`config.mk`:
```
export PLATFORM = sky130hd
export DESIGN_NAME = uart_rx_fifo_flat
export DESIGN_NICKNAME = d
export VERILOG_FILES = /design/src/rtl/uart_rx_fifo_if.sv /design/src/rtl/uart_rx_fifo.sv /design/src/flat_wrapper.sv
export SDC_FILE = /design/constraint.sdc
export NUM_CORES = 1
export LEC_CHECK = 0
export ABC_AREA = 1
export BUFFER_PORTS_ARGS = -buffer_cell sky130_fd_sc_hd__buf_2
export CAP_MARGIN = 5
export CORE_MARGIN = 2
export CORE_UTILIZATION = 60
export DETAILED_ROUTE_END_ITERATION = 10
export PLACE_DENSITY = 0.78
export SKIP_LAST_GASP = 1
export SLEW_MARGIN = 10
export SYNTH_ARGS = -nofsm -noshare
export SYNTH_HDL_FRONTEND = slang
export SYNTH_SLANG_ARGS = --single-unit
export TNS_END_PERCENT = 50
```
`constraint.sdc`:
```
create_clock -name i_clk_sys -period 3.5 [get_ports i_clk_sys]
set_clock_uncertainty 0.05 [all_clocks]
set_input_delay 0.525 -clock i_clk_sys [delete_from_list [all_inputs] [get_ports i_clk_sys]]
set_output_delay 0.525 -clock i_clk_sys [all_outputs]
set_load 0.05 [all_outputs]
```
`src/rtl/uart_rx_fifo_if.sv`:
```
// Receive-side bus of uart_rx_fifo: FWFT data handshake, per-frame status
// pulses and FIFO occupancy.
interface uart_rx_fifo_if #(
   parameter int DATA_WIDTH = 8,
   parameter int FIFO_DEPTH = 8
);
   logic [DATA_WIDTH-1:0]         o_data;
   logic                          o_valid;
   logic                          i_ready;
   logic                          o_parity_err;
   logic                          o_frame_err;
   logic                          o_break;
   logic                          o_overflow;
   logic [$clog2(FIFO_DEPTH):0]   o_fifo_level;

   modport master (
      output o_data, o_valid, o_parity_err, o_frame_err, o_break, o_overflow, o_fifo_level,
      input  i_ready
   );

   modport slave (
      input  o_data, o_valid, o_parity_err, o_frame_err, o_break, o_overflow, o_fifo_level,
      output i_ready
   );
endinterface

```
`src/rtl/uart_rx_fifo.sv`:
```
// Oversampling UART receiver with majority-vote sampling, configurable frame
// format, per-frame error/break qualification and a FWFT receive FIFO.
module uart_rx_fifo #(
   parameter int CLK_FRE     = 50,
   parameter int BAUD_RATE   = 9600,
   parameter int DATA_WIDTH  = 8,
   parameter int PARITY_ON   = 0,
   parameter int PARITY_TYPE = 0,
   parameter int STOP_BITS   = 1,
   parameter int OVS         = 16,
   parameter int FIFO_DEPTH  = 8
) (
   input  logic           i_clk_sys,
   input  logic           i_rst_n,
   input  logic           i_uart_rx,
   uart_rx_fifo_if.master bus
);
   localparam int DIV   = (CLK_FRE * 1000000) / (BAUD_RATE * OVS);
   localparam int DIV_W = (DIV > 1) ? $clog2(DIV) : 1;
   localparam int OVS_W = $clog2(OVS);
   localparam int PTR_W = $clog2(FIFO_DEPTH);
   localparam int LVL_W = PTR_W + 1;

   typedef enum logic [2:0] {
      ST_IDLE      = 3'd0,
      ST_START     = 3'd1,
      ST_DATA      = 3'd2,
      ST_PARITY    = 3'd3,
      ST_STOP      = 3'd4,
      ST_WAIT_HIGH = 3'd5
   } state_t;

   function automatic logic maj3(input logic a, input logic b, input logic c);
      return (a & b) | (a & c) | (b & c);
   endfunction

   function automatic logic parity_of(input logic [DATA_WIDTH-1:0] d, input logic odd);
      return (^d) ^ odd;
   endfunction

   logic                  rx_meta_r, rx_sync_r, rx_prev_r;
   logic [1:0]            prime_r;
   logic                  arm_r;
   logic [DIV_W-1:0]      div_cnt_r;
   logic [OVS_W-1:0]      ovs_cnt_r;
   logic                  samp0_r, samp1_r;
   state_t                state_r, state_nx_s;
   logic [3:0]            bit_cnt_r;
   logic [DATA_WIDTH-1:0] shift_r;
   logic                  par_bit_r, perr_r, ferr_r;
   logic [DATA_WIDTH-1:0] mem_r [FIFO_DEPTH];
   logic [PTR_W-1:0]      wr_ptr_r, rd_ptr_r;
   logic [LVL_W-1:0]      level_r;
   logic                  perr_pulse_r, ferr_pulse_r, brk_pulse_r, ovf_pulse_r;

   logic fall_s, start_s, tick_s, dec_s, bit_s, done_s;
   logic ferr_fin_s, brk_s, push_req_s, full_s, push_s, pop_s;

   assign fall_s     = arm_r & rx_prev_r & ~rx_sync_r;
   assign start_s    = (state_r == ST_IDLE) & fall_s;
   assign tick_s     = (div_cnt_r == DIV_W'(DIV - 1));
   assign dec_s      = tick_s & (ovs_cnt_r == OVS_W'(OVS / 2 + 1));
   assign bit_s      = maj3(samp0_r, samp1_r, rx_sync_r);
   assign ferr_fin_s = ferr_r | ~bit_s;
   assign brk_s      = (shift_r == {DATA_WIDTH{1'b0}}) & ((PARITY_ON == 0) | ~par_bit_r) & ferr_fin_s;
   assign push_req_s = done_s & ~ferr_fin_s & ~perr_r;
   assign full_s     = (level_r == LVL_W'(FIFO_DEPTH));
   assign push_s     = push_req_s & ~full_s;
   assign pop_s      = (level_r != {LVL_W{1'b0}}) & bus.i_ready;

   // Line synchroniser; arming waits until real line samples replace the reset value.
   always_ff @(posedge i_clk_sys or negedge i_rst_n) begin
      if (!i_rst_n) begin
         rx_meta_r <= 1'b1;
         rx_sync_r <= 1'b1;
         rx_prev_r <= 1'b1;
         prime_r   <= 2'b00;
         arm_r     <= 1'b0;
      end else begin
         rx_meta_r <= i_uart_rx;
         rx_sync_r <= rx_meta_r;
         rx_prev_r <= rx_sync_r;
         prime_r   <= {prime_r[0], 1'b1};
         arm_r     <= arm_r | (prime_r[1] & rx_sync_r);
      end
   end

   // Oversampling tick and per-bit tick counter, realigned on each start edge.
   always_ff @(posedge i_clk_sys or negedge i_rst_n) begin
      if (!i_rst_n) begin
         div_cnt_r <= {DIV_W{1'b0}};
         ovs_cnt_r <= {OVS_W{1'b0}};
         samp0_r   <= 1'b1;
         samp1_r   <= 1'b1;
      end else if (start_s) begin
         div_cnt_r <= {DIV_W{1'b0}};
         ovs_cnt_r <= {OVS_W{1'b0}};
      end else if (tick_s) begin
         div_cnt_r <= {DIV_W{1'b0}};
         ovs_cnt_r <= (ovs_cnt_r == OVS_W'(OVS - 1)) ? {OVS_W{1'b0}} : ovs_cnt_r + OVS_W'(1);
         if (ovs_cnt_r == OVS_W'(OVS / 2 - 1)) samp0_r <= rx_sync_r;
         if (ovs_cnt_r == OVS_W'(OVS / 2))     samp1_r <= rx_sync_r;
      end else begin
         div_cnt_r <= div_cnt_r + DIV_W'(1);
      end
   end

   // FSM state register.
   always_ff @(posedge i_clk_sys or negedge i_rst_n) begin
      if (!i_rst_n) state_r <= ST_IDLE;
      else          state_r <= state_nx_s;
   end

   // Next-state decode; done_s marks the final stop-bit decision tick.
   always_comb begin
      state_nx_s = state_r;
      done_s     = 1'b0;
      case (state_r)
         ST_IDLE: begin
            if (fall_s) state_nx_s = ST_START;
            else        state_nx_s = ST_IDLE;
         end
         ST_START: begin
            if (dec_s) state_nx_s = bit_s ? ST_IDLE : ST_DATA;
            else       state_nx_s = ST_START;
         end
         ST_DATA: begin
            if (dec_s && bit_cnt_r == 4'(DATA_WIDTH - 1))
               state_nx_s = (PARITY_ON != 0) ? ST_PARITY : ST_STOP;
            else
               state_nx_s = ST_DATA;
         end
         ST_PARITY: begin
            if (dec_s) state_nx_s = ST_STOP;
            else       state_nx_s = ST_PARITY;
         end
         ST_STOP: begin
            if (dec_s && bit_cnt_r == 4'(STOP_BITS - 1)) begin
               done_s     = 1'b1;
               state_nx_s = bit_s ? ST_IDLE : ST_WAIT_HIGH;
            end else begin
               state_nx_s = ST_STOP;
            end
         end
         ST_WAIT_HIGH: begin
            if (rx_sync_r) state_nx_s = ST_IDLE;
            else           state_nx_s = ST_WAIT_HIGH;
         end
         default: state_nx_s = ST_IDLE;
      endcase
   end

   // Frame datapath: shift register, parity/stop error latches, bit counter.
   always_ff @(posedge i_clk_sys or negedge i_rst_n) begin
      if (!i_rst_n) begin
         bit_cnt_r <= 4'd0;
         shift_r   <= {DATA_WIDTH{1'b0}};
         par_bit_r <= 1'b0;
         perr_r    <= 1'b0;
         ferr_r    <= 1'b0;
      end else begin
         if (state_nx_s != state_r)
            bit_cnt_r <= 4'd0;
         else if (dec_s && (state_r == ST_DATA || state_r == ST_STOP))
            bit_cnt_r <= bit_cnt_r + 4'd1;
         if (start_s) begin
            perr_r <= 1'b0;
            ferr_r <= 1'b0;
         end else if (dec_s) begin
            case (state_r)
               ST_DATA:   shift_r <= {bit_s, shift_r[DATA_WIDTH-1:1]};
               ST_PARITY: begin
                  par_bit_r <= bit_s;
                  perr_r    <= bit_s != parity_of(shift_r, PARITY_TYPE != 0);
               end
               ST_STOP:   if (!bit_s) ferr_r <= 1'b1;
               default:   ;
            endcase
         end
      end
   end

   // Completion pulses (mutually exclusive, break first) and FWFT FIFO storage.
   always_ff @(posedge i_clk_sys or negedge i_rst_n) begin
      if (!i_rst_n) begin
         perr_pulse_r <= 1'b0;
         ferr_pulse_r <= 1'b0;
         brk_pulse_r  <= 1'b0;
         ovf_pulse_r  <= 1'b0;
         wr_ptr_r     <= {PTR_W{1'b0}};
         rd_ptr_r     <= {PTR_W{1'b0}};
         level_r      <= {LVL_W{1'b0}};
         for (int i = 0; i < FIFO_DEPTH; i++) mem_r[i] <= {DATA_WIDTH{1'b0}};
      end else begin
         brk_pulse_r  <= done_s & brk_s;
         ferr_pulse_r <= done_s & ferr_fin_s & ~brk_s;
         perr_pulse_r <= done_s & ~ferr_fin_s & perr_r;
         ovf_pulse_r  <= push_req_s & full_s;
         if (push_s) begin
            mem_r[wr_ptr_r] <= shift_r;
            wr_ptr_r        <= wr_ptr_r + PTR_W'(1);
         end
         if (pop_s) rd_ptr_r <= rd_ptr_r + PTR_W'(1);
         case ({push_s, pop_s})
            2'b10:   level_r <= level_r + LVL_W'(1);
            2'b01:   level_r <= level_r - LVL_W'(1);
            default: level_r <= level_r;
         endcase
      end
   end

   assign bus.o_data       = mem_r[rd_ptr_r];
   assign bus.o_valid      = (level_r != {LVL_W{1'b0}});
   assign bus.o_fifo_level = level_r;
   assign bus.o_parity_err = perr_pulse_r;
   assign bus.o_frame_err  = ferr_pulse_r;
   assign bus.o_break      = brk_pulse_r;
   assign bus.o_overflow   = ovf_pulse_r;
endmodule

```
`src/flat_wrapper.sv`:
```
// flat-port wrapper written by rule: the top's interface ports become plain ports
module uart_rx_fifo_flat 
#(
   parameter int CLK_FRE     = 50,
   parameter int BAUD_RATE   = 9600,
   parameter int DATA_WIDTH  = 8,
   parameter int PARITY_ON   = 0,
   parameter int PARITY_TYPE = 0,
   parameter int STOP_BITS   = 1,
   parameter int OVS         = 16,
   parameter int FIFO_DEPTH  = 8
)
  (i_clk_sys, i_rst_n, i_uart_rx, bus_o_data, bus_o_valid, bus_o_parity_err, bus_o_frame_err, bus_o_break, bus_o_overflow, bus_o_fifo_level, bus_i_ready);
  uart_rx_fifo_if #(.DATA_WIDTH(DATA_WIDTH), .FIFO_DEPTH(FIFO_DEPTH)) bus_i ();
  input  logic i_clk_sys;
  input  logic i_rst_n;
  input  logic i_uart_rx;
  output wire logic [$bits(bus_i.o_data)-1:0] bus_o_data;
  output wire logic [$bits(bus_i.o_valid)-1:0] bus_o_valid;
  output wire logic [$bits(bus_i.o_parity_err)-1:0] bus_o_parity_err;
  output wire logic [$bits(bus_i.o_frame_err)-1:0] bus_o_frame_err;
  output wire logic [$bits(bus_i.o_break)-1:0] bus_o_break;
  output wire logic [$bits(bus_i.o_overflow)-1:0] bus_o_overflow;
  output wire logic [$bits(bus_i.o_fifo_level)-1:0] bus_o_fifo_level;
  input wire logic [$bits(bus_i.i_ready)-1:0] bus_i_ready;
  assign bus_o_data = bus_i.o_data;
  assign bus_o_valid = bus_i.o_valid;
  assign bus_o_parity_err = bus_i.o_parity_err;
  assign bus_o_frame_err = bus_i.o_frame_err;
  assign bus_o_break = bus_i.o_break;
  assign bus_o_overflow = bus_i.o_overflow;
  assign bus_o_fifo_level = bus_i.o_fifo_level;
  assign bus_i.i_ready = bus_i_ready;
  uart_rx_fifo #(.CLK_FRE(CLK_FRE), .BAUD_RATE(BAUD_RATE), .DATA_WIDTH(DATA_WIDTH), .PARITY_ON(PARITY_ON), .PARITY_TYPE(PARITY_TYPE), .STOP_BITS(STOP_BITS), .OVS(OVS), .FIFO_DEPTH(FIFO_DEPTH)) u_core (.i_clk_sys(i_clk_sys), .i_rst_n(i_rst_n), .i_uart_rx(i_uart_rx), .bus(bus_i));
endmodule
```
==> key figures <==
Detailed routing
  • DR iter-0 viols: 294
  • Final WL: 12.4 mm
  • Vias: 4462
  • Drt pass-1 iters: 5
  • Vias per cell: 5.64
  • DRC: 0
  • Drt wl/cell: 15.6 um
  • Final ANT Viol Nets: 0

Synth
  • Most numerous cell in the Yosys netlist: nand2_1
  • Syn_nets: 661
  • Warning count from the yosys run: 0
  • Cell Area, Synth: 5590 um2
  • Sequential fraction of the synthesis area: 0.521
  • Top cell type's share of synthesized area: 0.497
  • Synthesized instance count: 641
  • Area leader, netlist: dfrtp_1
  • Synth top cells by count: nand2_1 (124), dfrtp_1 (111), nor2_1 (98)
  • Top cells by area, synth: dfrtp_1 (50%), nand2_1 (8.3%), o21ai_0 (6.8%)
  • Synth async-reset ratio: 1.00
  • Avg Cell Area, Syn: 8.72 um2
  • Synth Register Bits: 116
  • Top FF cell, synth: dfrtp_1
  • Post-synth cell types: 37
  • Post-synth EDFFs: 0

Final layout
  • Layout fillers: 671
  • Ant. Diodes: 0
  • Nets@finish: 687
  • Post-route design area: 6350 um2
  • Multi-input logic area: 2320 um2
  • Layout cells sized above 1: 0.126
  • Area growth, synth to finish: 13.7%
  • Sequential cell area: 2910 um2
  • Layout Cells excl Fill: 791

Timing
  • Final Hold Fails: 0
  • Unrepaired setup endpoints after global routing: no
  • Worst-Margin Slew: 0.846 ns
  • Slew Viols, Final: 0
  • WHS: 0.0614 ns
  • Final setup margin: 0.466 ns
  • Tmin final: 3.03 ns
  • Final setup viols: 0
  • F_max: 330 MHz
  • TNS Setup: 0 ns
  • Max-slew headroom: 0.435
  • Final Cycle Share: 0.867

Placement
  • Placed insts: 758
  • Area post-placement: 5730 um2
  • Port Buffers: 20
  • Setup slack after placement: 0.731 ns
  • DP Wirelength: 7.58 mm
  • Gpl congestion: 0.821

Worst setup path
  • Startpoint Class: flip-flop
  • CP max FO: 28
  • Required time worst endpoint: 2.92 ns
  • Worst setup EP type: primary output
  • Worst EP arrival: 2.46 ns
  • Worst Setup Path Type: reg -> out

Die
  • Ports: 21
  • Row Count: 35
  • Core area: 9150 um2
  • Die Ht: 100 um
  • Die width: 100 um
  • Die area: 10100 um2
  • Initial Util: 0.610

Global route
  • GRT overflow: 0
  • First-pass GRT wire length: 20.5 mm
  • Initial antenna violation count: 0
  • GRT Total Usage: 0.262
  • Vias in the first global route: 4336
  • Pin count of the biggest net entering global routing: 70

Clock tree
  • CTS tree: done
  • Inserted Clock Buffers: 17
  • Clock-pin slew on the worst setup and hold paths: 0.06 ns
  • Postcts setup bufs: 0
  • Clk_lat worst skew: 0.52 ns
  • Root Buffer: clkbuf_8
  • # clock sinks: 116
  • CTS resizes: 0
  • Hold-fix buffers, CTS: 1
  • H-tree depth: 4
  • Clock Tree Buf Depth: 2

Pwr
  • PwrDens: 751 nW/um2
  • LEAKAGE: 3.01 nW
  • Max IR drop VDD: 0.487 mV

Worst hold path
  • Hold Path Class: in -> reg

Run status
  • Outcome: finished, final reports clean

Run
  • # Max-Cap Violations: 0
power by group:
| group | internal (mW) | switching (mW) |
|---|---|---|
| clock network | 1.17 | 0.609 |
| registers | 1.43 | 0.0781 |
| logic | 0.408 | 1.08 |
critical path: stages, from the launching register on:
cell	delay, ns
dfrtp_1	0.37
inv_1	0.62
o21ai_0	0.17
o22ai_1	0.19
nor2_1	0.06
a31oi_1	0.21
buf_2	0.31
state kept, by name, indices dropped and copies added (netlist names), 2 cells and up:
register and cells:
u_core.shift_r 8, u_core.wr_ptr_r 3, u_core.state_r 3, u_core.rd_ptr_r 3, u_core.ovs_cnt_r 4, u_core.bus.o_fifo_level 4
u_core.div_cnt_r 9, u_core.bit_cnt_r 4, u_core.prime_r 2, u_core.mem_r 64
worst paths after layout:
check                                                     from                                      to  slack (ns)  cells after the start
worst min-delay path                                 i_uart_rx              u_core.rx_meta_r$_DFF_PN1_        0.06                      1
max in group asynchronous                              i_rst_n              u_core.rx_meta_r$_DFF_PN1_        2.06                      3
worst min register to register     u_core.prime_r[0]$_DFF_PN0_             u_core.prime_r[1]$_DFF_PN0_        0.30                      0
worst max-delay path            u_core.rd_ptr_r[0]$_DFFE_PN0P_                           bus_o_data[4]        0.47                      6
min in group asynchronous                              i_rst_n            u_core.mem_r[23]$_DFFE_PN0P_        0.52                      2
worst max register to register   u_core.div_cnt_r[0]$_DFF_PN0_  u_core.bus.o_fifo_level[2]$_DFFE_PN0P_        0.71                     15
metal layers:
metal / track usage / share of wire / up-vias
met5: 0 / 0 / -
met4: 0.0991 / 0.014 / 0
met3: 0.0652 / 0.052 / 18
met2: 0.436 / 0.51 / 136
met1: 0.334 / 0.42 / 2145
li1: - / - / 2163
cell families after synthesis:
family,Yosys count,share of synthesized area
simple gates,269,0.208
compound gates,147,0.144
flops,116,0.521
buf+inv,75,0.0641
xor+xnor,17,0.0267
fa+ha+maj,16,0.0358
other cells,1,0.000671
per-stage QoR:
step / power, mW / util
finish: 4.77 / 0.694
global route: 5.01 / 0.694
CTS: 4.79 / 0.694
detailed placement: 3.00 / 0.626
global placement: 2.97 / 0.626
floorplan: 2.63 / -
area by class of cell:
cell class | instances | share of cell area
Clock buffer | 18 | 0.0673
Clock inverter | 14 | 0.0291
Inverter | 56 | 0.0331
Multi-Input combinational cell | 450 | 0.365
Sequential cell | 116 | 0.458
Tap cell | 111 | 0.0219
Timing Repair Buffer | 26 | 0.0256
placed cells by master (no fill, tap or decap), types with 3 or more instances in the layout:
master        n
o21ai_1      32
ha_1         16
o21ai_0      76
clkbuf_16    16
nand2_4       5
xnor2_1       5
a21oi_1       8
dfstp_2       5
nand4_1       7
nor2_4        3
xor2_1       12
buf_2        19
buf_4         5
dfrtp_1     111
o21ai_2       8
clkinvlp_4    3
clkinv_2      5
bufinv_16     4
nand2_1     124
nor3_1        4
inv_2         3
nor3b_1       3
clkinv_1      9
nor2_1       98
inv_1        44
a31oi_1       9
o22ai_1       8
nand3_1      18
Power figures use the tool's default switching activity.
